<file path="src/rtl/sd_blk_dma.sv">
`default_nettype none
// ============================================================================
// Module      : sd_blk_dma
// Description : APB master that fetches one SD block from the SD-SPI APB
//               peripheral. It issues the read command, polls status until
//               the SPI engine is idle, reads the block buffer byte by byte,
//               packs bytes little-endian into 32-bit words and writes them
//               through a ready/valid memory write port.
// Revision    : 1.0 - initial release
// ============================================================================
module sd_blk_dma #(
    parameter int          W_ADDR      = 32,
    parameter logic [15:0] CMD_ADDR    = 16'h8000,
    parameter logic [15:0] BUF_ADDR    = 16'h8200,
    parameter int          BLOCK_BYTES = 512,
    parameter logic [31:0] POLL_MAX    = 32'd1000000
) (
    input  logic              clk,
    input  logic              rst_n,
    input  logic              start,
    input  logic [31:0]       blk_addr,
    input  logic [W_ADDR-1:0] mem_base,
    output logic              busy,
    output logic              done,
    output logic              err,
    output logic [3:0]        err_code,
    output logic              psel,
    output logic              penable,
    output logic              pwrite,
    output logic [15:0]       paddr,
    output logic [31:0]       pwdata,
    input  logic [31:0]       prdata,
    input  logic              pready,
    input  logic              pslverr,
    output logic              mem_we,
    output logic [W_ADDR-1:0] mem_addr,
    output logic [31:0]       mem_wdata,
    input  logic              mem_ready
);

    localparam logic [2:0]  S_IDLE = 3'd0;
    localparam logic [2:0]  S_CMD  = 3'd1;
    localparam logic [2:0]  S_POLL = 3'd2;
    localparam logic [2:0]  S_RD   = 3'd3;
    localparam logic [2:0]  S_MW   = 3'd4;
    localparam logic [2:0]  S_DONE = 3'd5;

    localparam logic [15:0] C_LAST_IDX = 16'(BLOCK_BYTES - 1);

    logic [2:0]        r_state;
    logic [31:0]       r_blk;
    logic [W_ADDR-1:0] r_base;
    logic [15:0]       r_idx;
    logic [31:0]       r_poll_cnt;
    logic [31:0]       r_pack;

    logic [31:0]       w_pack_next;
    logic [31:0]       w_poll_next;
    logic              w_stat_ready;
    logic [W_ADDR-1:0] w_word_off;

    // Status bits and base low bits that carry no meaning for this engine.
    logic              w_unused_ok;
    assign w_unused_ok = &{1'b0, prdata[31:24], prdata[19:17], prdata[15:8], mem_base[1:0]};

    assign w_poll_next  = r_poll_cnt + 32'd1;
    assign w_stat_ready = ~prdata[16] & (prdata[7:0] == 8'd0);
    assign w_word_off   = W_ADDR'({r_idx[15:2], 2'b00});

    // Merge the byte returned by the current buffer read into its lane.
    always_comb begin
        w_pack_next = r_pack;
        w_pack_next[{r_idx[1:0], 3'b000} +: 8] = prdata[7:0];
    end

    // Transfer sequencer; APB and memory port outputs are all registered here.
    always_ff @(posedge clk or negedge rst_n) begin
        if (!rst_n) begin
            r_state    <= S_IDLE;
            r_blk      <= '0;
            r_base     <= '0;
            r_idx      <= '0;
            r_poll_cnt <= '0;
            r_pack     <= '0;
            busy       <= 1'b0;
            done       <= 1'b0;
            err        <= 1'b0;
            err_code   <= 4'd0;
            psel       <= 1'b0;
            penable    <= 1'b0;
            pwrite     <= 1'b0;
            paddr      <= '0;
            pwdata     <= '0;
            mem_we     <= 1'b0;
            mem_addr   <= '0;
            mem_wdata  <= '0;
        end else begin
            done <= 1'b0;
            case (r_state)
                S_IDLE: begin
                    if (start) begin
                        r_blk      <= blk_addr;
                        r_base     <= {mem_base[W_ADDR-1:2], 2'b00};
                        r_idx      <= '0;
                        r_poll_cnt <= '0;
                        r_pack     <= '0;
                        err        <= 1'b0;
                        err_code   <= 4'd0;
                        busy       <= 1'b1;
                        r_state    <= S_CMD;
                    end
                end
                S_CMD, S_POLL, S_RD: begin
                    if (!psel) begin
                        // SETUP phase; entered only after at least one idle cycle.
                        psel    <= 1'b1;
                        penable <= 1'b0;
                        pwrite  <= (r_state == S_CMD);
                        pwdata  <= (r_state == S_CMD) ? r_blk : 32'd0;
                        paddr   <= (r_state == S_RD) ? (BUF_ADDR + r_idx) : CMD_ADDR;
                    end else if (!penable) begin
                        penable <= 1'b1;
                    end else if (pready) begin
                        psel    <= 1'b0;
                        penable <= 1'b0;
                        pwrite  <= 1'b0;
                        pwdata  <= 32'd0;
                        if (pslverr) begin
                            err      <= 1'b1;
                            err_code <= 4'b1000;
                            done     <= 1'b1;
                            busy     <= 1'b0;
                            r_state  <= S_DONE;
                        end else if (r_state == S_CMD) begin
                            r_state <= S_POLL;
                        end else if (r_state == S_POLL) begin
                            r_poll_cnt <= w_poll_next;
                            if (prdata[20]) begin
                                err      <= 1'b1;
                                err_code <= {1'b0, prdata[23:21]};
                                done     <= 1'b1;
                                busy     <= 1'b0;
                                r_state  <= S_DONE;
                            end else if (w_stat_ready) begin
                                r_state <= S_RD;
                            end else if (w_poll_next == POLL_MAX) begin
                                err      <= 1'b1;
                                err_code <= 4'b1000;
                                done     <= 1'b1;
                                busy     <= 1'b0;
                                r_state  <= S_DONE;
                            end
                        end else begin
                            r_pack <= w_pack_next;
                            if (r_idx[1:0] == 2'd3) begin
                                mem_we    <= 1'b1;
                                mem_addr  <= r_base + w_word_off;
                                mem_wdata <= w_pack_next;
                                r_state   <= S_MW;
                            end else begin
                                r_idx <= r_idx + 16'd1;
                            end
                        end
                    end
                end
                S_MW: begin
                    if (mem_ready) begin
                        mem_we <= 1'b0;
                        if (r_idx == C_LAST_IDX) begin
                            done    <= 1'b1;
                            busy    <= 1'b0;
                            r_state <= S_DONE;
                        end else begin
                            r_idx   <= r_idx + 16'd1;
                            r_state <= S_RD;
                        end
                    end
                end
                S_DONE: begin
                    r_state <= S_IDLE;
                end
                default: begin
                    r_state <= S_IDLE;
                end
            endcase
        end
    end

endmodule
`default_nettype wire
</file>
<file path="config.mk">
export PLATFORM = sky130hd
export DESIGN_NAME = sd_blk_dma
export DESIGN_NICKNAME = d
export VERILOG_FILES = /design/src/rtl/sd_blk_dma.sv
export SDC_FILE = /design/constraint.sdc
export NUM_CORES = 1
export LEC_CHECK = 0
export BUFFER_PORTS_ARGS = -buffer_cell sky130_fd_sc_hd__clkbuf_2
export CAP_MARGIN = 15
export CORE_ASPECT_RATIO = 0.5
export CORE_MARGIN = 3
export CORE_UTILIZATION = 52
export CTS_BUF_LIST = sky130_fd_sc_hd__clkbuf_4
export DETAILED_ROUTE_END_ITERATION = 12
export PLACE_DENSITY = 0.79
export SLEW_MARGIN = 10
export SYNTH_ARGS = -nofsm -noshare
export SYNTH_HDL_FRONTEND = slang
export SYNTH_SLANG_ARGS = --single-unit
</file>
<file path="constraint.sdc">
create_clock -name clk -period 2.5 [get_ports clk]
set_input_delay 0.375 -clock clk [delete_from_list [all_inputs] [get_ports clk]]
set_output_delay 0.375 -clock clk [all_outputs]
set_load 0.1 [all_outputs]
</file>
==> results.yml, run 1 <==
yosys:
  syn_area_um2: 12900
  synth_cells: 1254
  ys_ff_latch: 266
  synth.top_cells.by_area: "dfrtp_1, mux2_2, o21ai_0"
  synthArstFlopShare_pct: 100
  synth.most_common_cell: "dfrtp_1"
  synth_top_area_cell: "dfrtp_1"
  yosys-top-cells-count: "dfrtp_1, nand2_1, o21ai_0"
  syn_avg_cell_area_um2: 10.3
  synth_cell_types: 69
  ys_warn_count: 0
  synth_edf_count: 0
  synthFlopType: "dfrtp_1"
  ys_seq_area_share_pct: 51.8
  yosys.area.top_type_share_pct: 51.8
clock_tree:
  worst_skew_pair.late_latency_ps: 720
  cts_tree: "yes"
  cts-root-buf: "clkbuf_4"
  cts_buffers: 56
  cts_max_path_buffers: 3
  h-tree-depth: 2
  clkTransAtPathRegs_ps: 90
  clkSinkCount: 266
floorplan:
  die-area_um2: 26800
  io_pins: 225
  core_um2: 23500
  die_w_um: 228
  core.rowCount: 39
  start_util_pct: 54.6
  fp.dieH_um: 117
timing:
  setup_viol: 10
  rsz0062_at_grt: "true"
  fin_skew_ps: 41.3
  fin_ws_ps: -126
  slew_viol_final: 0
  maxSlewHeadroom_pct: 52.8
  tightest_slew_ps: 701
  layout_worst_path_cycle_share_pct: 105
  hold_viol: 0
  whs_ps: 102
  fmax_mhz: 381
  final.min_clock_period_ps: 2630
power:
  intPower_w: 0.00856
  power.switching_w: 0.00643
  max-vdd-ir-drop_uv: 854
  combPwrFrac_pct: 40.1
  p_sw_share_pct: 42.9
  power.density_nw_per_um2: 896
  leakagePower_nw: 7.94
  p_clk_share_pct: 21.1
  pwr-share-seq_pct: 38.8
cells_and_area:
  finalNonFillerCells: 2006
  fillers: 1711
  drive_above_1_share_pct: 32.8
  area_delta_synth_final_pct: 30.1
  fin_nets: 1763
global_route:
  track_usage_pct: 27.0
  gr-total-overflow: 0
  first_global_vias: 11500
  grt_max_degree: 77
  grt_pass1_wl_mm: 58.6
  antenna_found_initial: 1
worst_setup_path:
  crit_path_max_fanout: 5
  critPathCaptureType: "flop"
  path_class: "flop to flop"
  arrival_ps: 3230
  crit_start: "r_poll_cnt[1]"
  worstPathRequired_ps: 3100
  regToRegStartpoint: "r_poll_cnt[1]"
  critPathLaunchType: "flop"
worst_hold_path:
  hold_class: "primary input to flop"
  hold_path_startpoint: "prdata[1]"
flow_run:
  cap_violations: 0
placement:
  place_hpwl_mm: 24.8
  pre_cts_ws_ps: -206
  gp_congestion: 0.963
  placed_cells: 1826
  port-buffer-count: 201
drt:
  post_drt_wl_per_cell_um: 18.2
  ant_nets: 0
  drtIter0Drc: 947
  wirelength_mm: 36.5
  drc: 0
  viasPerCell: 5.66
  met3_length_mm: 2.02
  vias: 11300
  met1_length_mm: 15.7
  dr_wl_met2_mm: 17.9
  first_pass_iters: 5
  dr.max_layer_used: "met4"
status:
  violations: "setup timing"
  outcome: "finished with violations"
[logic make-up (layout without fill, tap and decap cells)]
group,after synthesis,in the layout,synth area share (%)
AND/OR/NAND/NOR,395,395,15.8
adder cells (fa/ha/maj),23,23,2.30
XOR/XNOR,57,57,3.88
multiplexers,66,66,5.73
other,1,3,0.0292
AO/OA/AOI/OAI,342,342,17.1
buffers and inverters,104,526,3.30
flip-flops,266,266,51.8
[final timing paths]
kind	cells past startpoint	end	slack, ps
worst max-delay path	9	err	-130
worst min-delay path	2	r_pack[17]	100
worst max register to register	9	err	-130
worst min register to register	1	pwdata[24]	480
max in group asynchronous	3	r_base[6]	1470
min in group asynchronous	2	r_poll_cnt[5]	190
[final cells by class]
cell class	count	area, um^2	area share, %
Clock buffer	77	578	3.46
Clock inverter	20	90.1	0.539
Timing Repair Buffer	405	2800	16.7
Multi-Input combinational cell	885	6090	36.4
Inverter	24	90.1	0.539
Sequential cell	266	6660	39.8
Antenna cell	1	2.50	0.0150
Tap cell	328	410	2.45
[worst max-delay path, cell delays in order (launching register included)]
cell and delay, ps:
dfrtp_1 400, ha_2 200, o211ai_1 130, or4b_1 500
nor4_1 190, nand4b_1 200, nor4b_4 280, nand3b_1 210
a31oi_4 300, o22ai_1 110
[routing by layer]
layer / global-route usage [%] / up-vias
met4: 9.11 / 0
met1: 35.1 / 5576
li1: - / 5275
met3: 4.93 / 84
met2: 46.8 / 412
met5: 0 / -
[power by group through the flow]
stage	combinational [W]	clock, W	sequential, W
global route	0.00640	0.00346	0.00589
floorplan	0.00267	0	0.00733
CTS	0.00587	0.00322	0.00577
finish	0.00601	0.00316	0.00582
detailed placement	0.00574	0	0.00585
global placement	0.00558	0	0.00578
[placed cells by master, fill, tap and decap left out, types with 18 or more instances in the layout]
master         instances
a21oi_1               55
a22o_1                73
buf_4                129
clkbuf_2             200
clkbuf_4              77
dfrtp_1              263
dlygate4sd3_1         68
ha_1                  18
inv_1                 23
mux2_2                61
nand2_1              139
nand3_1               22
nor2_1                57
nor2b_1               44
o21ai_0              118
xnor2_1               32
xor2_1                25
[state kept, by name, indices dropped and copies added, names as in the netlist, 3 cells and up]
signal / flops
r_state: 3
mem_wdata: 32
r_pack: 32
r_blk: 32
pwdata: 32
r_base: 30
r_idx: 16
paddr: 16
mem_addr: 30
err_code: 4
r_poll_cnt: 32
[stage by stage]
| step | TNS [ps] | util, % | total power [W] | area (um^2) |
|---|---|---|---|---|
| floorplan | 0 | - | 0.0100 | 12900 |
| global placement | -718 | 63.7 | 0.0114 | 15000 |
| detailed placement | -2180 | 63.7 | 0.0116 | 15000 |
| CTS | -1450 | 69.8 | 0.0149 | 16400 |
| global route | -2760 | 71.1 | 0.0158 | 16700 |
| finish | -779 | 71.1 | 0.0150 | 16700 |
[what timing repair did]
| action | CTS | global route |
|---|---|---|
| endpoints found under the hold margin | 128 | 0 |
| resized for setup | 16 | 52 |
| pin swaps | 19 | 20 |
| setup endpoints to repair | 22 | 37 |
| hold buffers | 68 | 0 |
| buffers inserted | 4 | 11 |
Note: power is estimated with default switching activity, not from simulation.
==> run 2: changes to the inputs <==
--- a/config.mk
+++ b/config.mk
@@ -10,9 +10,10 @@
 export CORE_ASPECT_RATIO = 0.5
 export CORE_MARGIN = 3
 export CORE_UTILIZATION = 52
-export CTS_BUF_LIST = sky130_fd_sc_hd__clkbuf_4
+export CTS_BUF_LIST = sky130_fd_sc_hd__clkbuf_4 sky130_fd_sc_hd__clkbuf_8
 export DETAILED_ROUTE_END_ITERATION = 12
 export PLACE_DENSITY = 0.79
+export SKIP_LAST_GASP = 1
 export SLEW_MARGIN = 10
 export SYNTH_ARGS = -nofsm -noshare
 export SYNTH_HDL_FRONTEND = slang
==> run 2 against run 1 <==
Cell area decreased by 2.8%. Clock power increased by 27%. Clock-buffer cell count decreased by 22. Core utilization decreased by 2.0 points. Non-clock buffer count decreased by 67. Wire length decreased by 4.0%. The flow still finishes with violations (setup timing). Via count decreased by 3.8%.
==> results.yml, run 2 (same netlist as run 1, synthesis figures left out) <==
timing:
  fmax_mhz: 383
  fin_ws_ps: -110
  final.min_clock_period_ps: 2610
  fin_skew_ps: 17.2
  hold_viol: 0
  slew_viol_final: 0
  setup_viol: 7
  maxSlewHeadroom_pct: 53.1
  rsz0062_at_grt: "true"
  layout_worst_path_cycle_share_pct: 104
  tightest_slew_ps: 697
global_route:
  grt_use_met1_pct: 34.7
  use_met2_pct: 44.0
  met3_usage_pct: 3.84
  antenna_found_initial: 0
  track_usage_pct: 25.8
  gr-total-overflow: 0
  top_usage_layer: "met2"
  grt_pass1_wl_mm: 56.2
  first_global_vias: 11100
  grt_max_degree: 77
floorplan:
  die-area_um2: 26800
  core.rowCount: 39
  start_util_pct: 54.6
  fp.dieH_um: 117
  die_w_um: 228
  core_um2: 23500
  io_pins: 225
worst_setup_path:
  arrival_ps: 3030
  critPathLaunchType: "flop"
  path_class: "flop to flop"
  worstPathRequired_ps: 2920
  crit_path_max_fanout: 5
  critPathCaptureType: "flop"
cells_and_area:
  area_delta_synth_final_pct: 26.5
  final_cell_mix: "dfrtp_1, clkbuf_2, nand2_1, buf_4, o21ai_0"
  diodes: 0
  utilization_pct: 69.1
  final_common_cell: "dfrtp_1"
  drive_above_1_share_pct: 33.4
  fin_nets: 1678
  finalNonFillerCells: 1909
clock_tree:
  worst_skew_pair.late_latency_ps: 550
  h-tree-depth: 2
  clkTransAtPathRegs_ps: 70
  clkSinkCount: 266
  cts-root-buf: "clkbuf_8"
  cts_max_path_buffers: 3
  cts_tree: "yes"
  cts_buffers: 38
drt:
  drtIter0Drc: 856
  ant_nets: 0
  drc: 0
  first_pass_iters: 5
  post_drt_wl_per_cell_um: 18.3
  vias: 10900
  wirelength_mm: 35.0
  viasPerCell: 5.72
status:
  violations: "setup timing"
  outcome: "finished with violations"
placement:
  pre_cts_ws_ps: -206
  placed_cells: 1826
  port-buffer-count: 201
  gp_congestion: 0.963
  place_hpwl_mm: 24.8
worst_hold_path:
  hold_class: "primary input to flop"
power:
  power.density_nw_per_um2: 968
  leakagePower_nw: 7.70
  max-vdd-ir-drop_uv: 857
flow_run:
  cap_violations: 0
==> run 2: final cells by class <==
| type | count | area, um^2 |
|---|---|---|
| inverter | 24 | 90.1 |
| fill | 1777 | 7270 |
| sequential | 266 | 6660 |
| timing repair buffer | 338 | 2130 |
| multi-input combinational | 885 | 6070 |
| tap | 328 | 410 |
| clock inverter | 13 | 176 |
| clock buffer | 55 | 713 |
==> run 2: layer usage <==
layer  up-vias  routed length, um
met5         -                  0
met4         0                753
met2       343              17200
met3        70               1730
met1      5410              15300
li1       5090                  -
==> run 2: report_power, final <==
group	internal [W]	switching, W
logic	0.00193	0.00399
registers	0.00515	0.000655
clock network	0.00227	0.00174
total	0.00935	0.00639
==> run 2: worst paths after layout <==
check,start,end,slack [ps],cells past startpoint
max,r_poll_cnt[0],err,-110,9
max reg2reg,r_poll_cnt[0],err,-110,9
max in group asynchronous,rst_n,r_base[6],1320,3
min reg2reg,mem_addr[27],mem_addr[27],480,2
min in group asynchronous,rst_n,r_poll_cnt[4],350,2
min,prdata[23],err_code[2],50,3
==> run 2: timing repair <==
action / CTS / global route
pin swaps: 11 / 27
hold endpoints to repair: 56 / 0
resized for setup: 17 / 45
setup buffers: 7 / 7
hold buffers: 1 / 0
setup endpoints to repair: 22 / 37
==> run 2: worst max-delay path, cell delays in order, from the launching register on <==
cell	delay [ps]
dfrtp_1	370
ha_2	190
o211ai_1	130
or4b_1	500
nor4_1	190
nand4b_1	200
nor4b_4	310
nand3b_1	220
a31oi_4	270
o22ai_1	120
==> run 2: per-stage QoR <==
stage | instance area (um^2) | power, W | TNS, ps | hold slack (ps)
2_1_floorplan | 12900 | 0.0100 | 0 | 79.4
3_3_place_gp | 15000 | 0.0114 | -718 | 341
6_report | 16300 | 0.0157 | -607 | 53.5
5_1_grt | 16300 | 0.0165 | -2580 | 32.7
4_1_cts | 16000 | 0.0156 | -1410 | 32.7
3_5_place_dp | 15000 | 0.0116 | -2180 | 355
